[src/rtl/traffic_pkg.sv]
// Shared state encoding, lamp codes and lamp decode for the intersection controller.
package traffic_pkg;

  typedef enum logic [2:0] {
    MAIN_G   = 3'd0,
    MAIN_Y   = 3'd1,
    ALLRED_A = 3'd2,
    SIDE_G   = 3'd3,
    SIDE_Y   = 3'd4,
    ALLRED_B = 3'd5
  } state_t;

  localparam logic [2:0] LIGHT_RED    = 3'b100;
  localparam logic [2:0] LIGHT_GREEN  = 3'b010;
  localparam logic [2:0] LIGHT_YELLOW = 3'b001;

  // Packed as {main_rgy, side_rgy, ped_walk}; anything unknown shows all-red.
  function automatic logic [6:0] decode_lights(state_t s);
    case (s)
      MAIN_G:  return {LIGHT_GREEN,  LIGHT_RED,    1'b0};
      MAIN_Y:  return {LIGHT_YELLOW, LIGHT_RED,    1'b0};
      SIDE_G:  return {LIGHT_RED,    LIGHT_GREEN,  1'b1};
      SIDE_Y:  return {LIGHT_RED,    LIGHT_YELLOW, 1'b0};
      default: return {LIGHT_RED,    LIGHT_RED,    1'b0};
    endcase
  endfunction

endpackage

[src/rtl/phase_timer.sv]
// Saturating up-counter of tick strobes within one phase; done flags the phase-ending cycle.
module phase_timer #(
  parameter int W = 4
) (
  input  logic         clk,
  input  logic         rst_n,
  input  logic         clr,
  input  logic         tick,
  input  logic [W-1:0] dur,
  output logic         done
);

  logic [W-1:0] count;

  always_ff @(posedge clk or negedge rst_n) begin
    if (!rst_n) begin
      count <= '0;
    end else if (clr) begin
      count <= '0;
    end else if (tick && count < dur) begin
      count <= count + W'(1);
    end
  end

  // Either this tick completes the duration, or it already completed earlier (held main green).
  assign done = (tick && count >= dur - W'(1)) || (count >= dur);

endmodule

[src/rtl/traffic_intersection_ctrl.sv]
// Two-road intersection sequencer with request latch and registered lamp outputs.
//   state    | meaning
//   MAIN_G   | main green, waits for GREEN_MIN and a request
//   MAIN_Y   | main yellow
//   ALLRED_A | clearance before side road
//   SIDE_G   | side green, walk lamp on
//   SIDE_Y   | side yellow
//   ALLRED_B | clearance before main road, reset state
module traffic_intersection_ctrl
  import traffic_pkg::*;
#(
  parameter int GREEN_MIN    = 8,
  parameter int SIDE_GREEN_T = 5,
  parameter int YELLOW_T     = 3,
  parameter int ALLRED_T     = 2
) (
  input  logic       clk,
  input  logic       rst_n,
  input  logic       tick,
  input  logic       car_side,
  input  logic       ped_req,
  output logic [2:0] main_rgy,
  output logic [2:0] side_rgy,
  output logic       ped_walk,
  output logic [2:0] state_o
);

  localparam int MAX_AB  = (GREEN_MIN > SIDE_GREEN_T) ? GREEN_MIN : SIDE_GREEN_T;
  localparam int MAX_CD  = (YELLOW_T > ALLRED_T) ? YELLOW_T : ALLRED_T;
  localparam int MAX_DUR = (MAX_AB > MAX_CD) ? MAX_AB : MAX_CD;
  localparam int TW      = $clog2(MAX_DUR) + 1;

  state_t        state;
  state_t        state_nxt;
  logic          pending;
  logic          illegal;
  logic          advance;
  logic          done;
  logic [TW-1:0] dur;

  phase_timer #(.W(TW)) u_timer (
    .clk   (clk),
    .rst_n (rst_n),
    .clr   (advance),
    .tick  (tick),
    .dur   (dur),
    .done  (done)
  );

  always_comb begin
    state_nxt = ALLRED_B;
    dur       = TW'(1);
    illegal   = 1'b0;
    case (state)
      MAIN_G:   begin dur = TW'(GREEN_MIN);    state_nxt = MAIN_Y;   end
      MAIN_Y:   begin dur = TW'(YELLOW_T);     state_nxt = ALLRED_A; end
      ALLRED_A: begin dur = TW'(ALLRED_T);     state_nxt = SIDE_G;   end
      SIDE_G:   begin dur = TW'(SIDE_GREEN_T); state_nxt = SIDE_Y;   end
      SIDE_Y:   begin dur = TW'(YELLOW_T);     state_nxt = ALLRED_B; end
      ALLRED_B: begin dur = TW'(ALLRED_T);     state_nxt = MAIN_G;   end
      default:  illegal = 1'b1;
    endcase
    // A request arriving on the yielding cycle itself still releases main green.
    advance = illegal | (done & ((state != MAIN_G) | pending | car_side | ped_req));
  end

  always_ff @(posedge clk or negedge rst_n) begin
    if (!rst_n) begin
      state    <= ALLRED_B;
      pending  <= 1'b0;
      main_rgy <= LIGHT_RED;
      side_rgy <= LIGHT_RED;
      ped_walk <= 1'b0;
    end else begin
      if (advance) begin
        state <= state_nxt;
      end
      {main_rgy, side_rgy, ped_walk} <= decode_lights(advance ? state_nxt : state);
      if (advance && state_nxt == SIDE_G) begin
        pending <= 1'b0;
      end else if (car_side || ped_req) begin
        pending <= 1'b1;
      end
    end
  end

  assign state_o = state;

endmodule

[config.mk]
export PLATFORM = sky130hd
export DESIGN_NAME = traffic_intersection_ctrl
export DESIGN_NICKNAME = d
export VERILOG_FILES = /design/src/rtl/traffic_pkg.sv /design/src/rtl/phase_timer.sv /design/src/rtl/traffic_intersection_ctrl.sv
export SDC_FILE = /design/constraint.sdc
export NUM_CORES = 1
export LEC_CHECK = 0
export BUFFER_PORTS_ARGS = -buffer_cell sky130_fd_sc_hd__buf_2
export CAP_MARGIN = 10
export CORE_MARGIN = 10
export CORE_UTILIZATION = 50
export CTS_BUF_LIST = sky130_fd_sc_hd__clkbuf_4
export DETAILED_ROUTE_END_ITERATION = 8
export PLACE_DENSITY = 0.7
export SLEW_MARGIN = 10
export SYNTH_ARGS = -nofsm -noshare
export SYNTH_HDL_FRONTEND = slang
export SYNTH_SLANG_ARGS = --single-unit
[constraint.sdc]
create_clock -name clk -period 6.8 [get_ports clk]
set_clock_uncertainty 0.1 [all_clocks]
set_input_delay 0.34 -clock clk [delete_from_list [all_inputs] [get_ports clk]]
set_output_delay 0.34 -clock clk [all_outputs]
set_load 0.01 [all_outputs]
## Word-level counts from Yosys, hierarchy flattened

Index checks and enable logic that the tools add are counted.

- Muxes and demuxes: 9
- Bitwise logic cells: 5
- Reductions and logical operators: 13
- $add $sub $neg: 2
- Equality and inequality tests: 9
- $lt $le $gt $ge: 3

Operators by type and width:

| operator | number |
|---|---|
| 7-bit case mux with 4 select lines | 1 |
| 4-bit case mux with 4 select lines | 1 |
| 3-bit case mux with 5 select lines | 1 |
| 3-bit by 2-bit equality test with 1-bit output, second input constant | 4 |
| 3-bit equality test, second input constant | 3 |
| 4-bit greater-or-equal comparator | 2 |
| 4-bit 2-to-1 mux | 2 |
| 3-bit by 1-bit equality test with 1-bit output, second input constant | 2 |
| 3-bit zero test | 2 |
| 6-bit OR reduction | 1 |
| 4-bit by 1-bit adder with 4-bit output, second input constant | 1 |
| 4-bit < comparator | 1 |
| 1-bit OR | 4 |
| 2-bit nonzero test | 2 |
| 2-bit OR reduction | 2 |
| 4-bit by 1-bit subtractor with 4-bit output, second input constant | 1 |
| 1-bit logical AND | 3 |
| 1-bit 2-to-1 mux | 3 |
| 3-bit 2-to-1 mux | 1 |
| 3-bit nonzero test | 1 |
| 1-bit logical OR | 2 |
| 1-bit AND | 1 |

- Output and inout port bits: 10
- Register bits after elaboration: 15
- Input bits: 5
- Word-level logic and storage cells: 47

## Logic depth before layout (Yosys ltp)

- Word-level depth: 12
- Depth in mapped cells: 12

## Cells and area by module

Synthesis repeated with hierarchy kept, for this count alone.

- Cell total of the unflattened synthesis: 100
- Area total of the unflattened synthesis: 955.9 um^2

By module, submodules not included:

| module | area an instance (um^2) | seq. area each (um^2) | instances | cells each |
|---|---|---|---|---|
| traffic_intersection_ctrl | 491.7 | 255.2 | 1 | 48 |
| phase_timer | 464.2 | 100.1 | 1 | 52 |

## Worst setup path after synthesis

OpenSTA, ideal clock, no wires.

- Path type: register to register
- Start point: reg state[2], in the netlist state_o[2]
- End point: reg state[1], in the netlist state_o[1]
- Data arrival time: 2892 ps
- Stages on the path, launching flop included: 11
- Clock period less this slack: 3117 ps
- Setup time: 125 ps
- Path slack: 3683 ps
- Data required time: 6575 ps
- Cell sequence: dfstp_2 > clkbuf_1 > nor2b_1 > a21oi_1 > inv_1 > ha_1 > ha_1 > a2111o_1 > a31oi_4 > nand2b_4 > mux2_4

- Cells in the longest elaborated chain, start to end: 10
- Elaborated cells between the ends (all ways): 24
- Those cells by class: add/sub: 1; order compare: 2; eq/ne: 5; mux: 4; bitwise: 5; reduce/logical: 7

RTL lines:

| element | line | source |
|---|---|---|
| start, declared | traffic_intersection_ctrl.sv:33 | `state_t state;` |
| start signal, assigned | traffic_intersection_ctrl.sv:76 | `state <= state_nxt;` |
| 3-bit equality test, or another cell as far along | traffic_intersection_ctrl.sv:54 | `case (state)` |
| 2-bit OR reduction (no source line) | n/a |  |
| 4-bit case mux with 4 select lines | traffic_intersection_ctrl.sv:54 |  |
| 4-bit by 1-bit subtractor with 4-bit output | phase_timer.sv:26 | `assign done = (tick && count >= dur - W'(1)) \|\| (count >= dur);` |
| 4-bit greater-or-equal comparator | phase_timer.sv:26 |  |
| 1-bit logical AND | phase_timer.sv:26 |  |
| 1-bit logical OR | phase_timer.sv:26 |  |
| 1-bit AND | traffic_intersection_ctrl.sv:64 | `advance = illegal \| (done & ((state != MAIN_G) \| pending \| car_side \| ped_req));` |
| 1-bit OR | traffic_intersection_ctrl.sv:64 |  |
| 3-bit 2-to-1 mux * | n/a |  |

Every way passes the cells marked *; elsewhere a longest branch is shown, timed or not.
A chain may end at the register's enable or synchronous reset.

## Final worst setup path

Ends and elaborated chain as after synthesis.

==> flow_metrics.tcl <==
set metrics [dict create \
    io_buffers 14 \
    ys_top_cells_by_count "11 x ha_1, 10 x dfrtp_1, 7 x nor2_1" \
    startpoint_type "flop" \
    diodes 0 \
    ctsHoldBuffers 1 \
    cts_resized 0 \
    cts_setup_buffers 0 \
    ys.flop_type "dfrtp_1" \
    leakage_nw 0.517 \
    worstRegToRegCells 9 \
    die_w_um 62.7 \
    final_max_slew_viol_count 0 \
    clk_pin_slew_worst_paths_ns 0.08 \
    end_kind "flop" \
    area_growth_pct 12.8 \
    synthCells 86 \
    antenna_left 0 \
    ir_drop_v 0.000387 \
    grt_max_degree 15 \
    yosys.area.top_type "dfrtp_1" \
    setup_viol 0 \
    hp-class "input pin to flop" \
    critPathMaxFanout 10 \
    synth_warnings 0 \
    r2r_end "state_o[1]" \
    drive_gt1_frac 0.275 \
    final_util 0.594 \
    min_to "pending" \
    wirelength_um 1660 \
    grtUsageTotal 0.0888 \
    nFillCells 171 \
    dr_total_vias 665 \
    synth-seq-cells 14 \
    hold_depth 3 \
    first_pass_iters 4 \
    cts-htree-levels 1 \
    ios 15 \
    synth.avg_cell_area_um2 10.6 \
    ys_seq_area_frac 0.391 \
    rsz0062_at_grt "no" \
    fmaxAchievable_mhz 319 \
    num_rows 15 \
    grt_first_pass_wirelength_um 2890 \
    clkLatencyLatePin_ns 0.27 \
    finalWorstSetupSlack_ns 3.66 \
    grt-ovfl-total 0 \
    post-route-period-util 0.461 \
    antenna_found_initial 0 \
    pre_cts_ws_ns 3.67 \
    grt_pass1_vias 605 \
    root_buffer "clkbuf_4" \
    initial_core_util 0.527 \
    hold_viol_final 0 \
    cts.path.max_buffers 2 \
    cts_tree "done" \
    dp_hpwl_um 1390 \
    cap_viol_max_count 0 \
    power_w 0.000582 \
    status "complete, no violations" \
    drcViolationCount 0 \
    fin_cells 127 \
    cts_sinks 14 \
    post_drt_wl_per_cell_um 13.1 \
    fp.dieArea_mm2 0.00393 \
    tns_ns 0 \
    synth_most_common_cell "ha_1" \
    hp-start "ped_req" \
    reg2reg_from "state_o[2]" \
    die_h_um 62.7 \
    synthArstFlopShare 1.00 \
    yosysUniqueCellTypes 34 \
    crit_arrival_ns 3.19 \
    nets 119 \
    synth_top_cells_by_area "dfrtp_1 28%, ha_1 15%, dfstp_2 12%, xor2_1 3.9%, mux2i_1 3.3%" \
    dp.cells 122 \
    regToRegSetupSlack_ns 3.66 \
    coreArea_mm2 0.00173 \
    critPathRequiredTime_ns 6.85 \
    synth_edf_count 0 \
    synth_fp_nets 102 \
    drt-vias-per-instance 5.24 \
    synth_top_area_frac 0.275 \
    powerDensity_mw_per_mm2 568 \
    post-route-min-period_ns 3.14 \
    gp_congestion 0.766 \
    cts_buffers 3 \
    syn_area_um2 910 \
    worstSetupPathType "flop to flop" \
    drt_iter0_markers 8 \
]
[stage by stage]
step                instance area [um2]  hold WS (ns)
floorplan                           910       -0.0556
global placement                    986         0.142
detailed placement                  986         0.144
CTS                                1030         0.306
global route                       1030         0.341
finish                             1030         0.300
[worst max-delay path by stage]
stage | slack [ns] | depth (start not counted) | from | endpoint
floorplan | 3.68 | 10 | state_o[2] | state_o[1]
CTS | 3.65 | 9 | state_o[2] | state_o[1]
finish | 3.66 | 9 | state_o[2] | state_o[1]
global route | 3.50 | 9 | state_o[2] | state_o[1]
detailed placement | 3.67 | 9 | state_o[2] | state_o[1]
global placement | 3.76 | 9 | state_o[2] | state_o[1]
[registers in the layout (all words and copies together), names as in the netlist]
name / count
state_o: 3
pending: 1
side_rgy: 3
main_rgy: 3
u_timer.count: 4
[power by group]
group	switching [W]	internal, W
registers	0.0000329	0.000124
logic	0.000199	0.000175
clock network	0.0000244	0.0000266
[cell usage in the layout, fill, tap and decap left out, types with 5 or more instances in the layout]
cell / synthesis / layout
nand2_1: 5 / 5
dfrtp_1: 10 / 10
ha_1: 11 / 11
buf_2: 0 / 14
nor2_1: 7 / 7
[cell families (layout without fill, tap and decap cells)]
kind of cell               Yosys count  in the layout  synth area share
buffers and inverters                7             23            0.0440
xor gates and xnor gates             5              5            0.0481
adders and majority gates           11             11             0.151
DFF                                 14             14             0.391
AOI/OAI and AO/OA                   15             15             0.122
and+or+nand+nor                     28             28             0.173
other                                1              1           0.00412
muxes                                5              5            0.0660
[metal layers]
layer	up-vias	track usage	share of wire
li1	332	-	-
met1	310	0.111	0.47
met2	19	0.133	0.45
met3	4	0.0269	0.055
met4	0	0.0475	0.025
met5	-	0	0
[area by class of cell]
type,instances,area (um2),share of cell area
Multi-Input combinational cell,65,514,0.501
Sequential cell,14,355,0.346
Timing Repair Buffer,15,80.1,0.0780
Tap cell,25,31.3,0.0305
Clock buffer,4,30.0,0.0293
Inverter,4,15.0,0.0146
[worst max-delay path, stage by stage (launching register included)]
cell      delay [ns]
dfstp_2         0.62
nor2b_1         0.31
a21oi_1         0.17
inv_1           0.10
ha_1            0.23
ha_1            0.27
a2111o_1        0.40
a31oi_4         0.30
nand2b_4        0.22
mux2_4          0.30
Power figures use the tool's default switching activity.
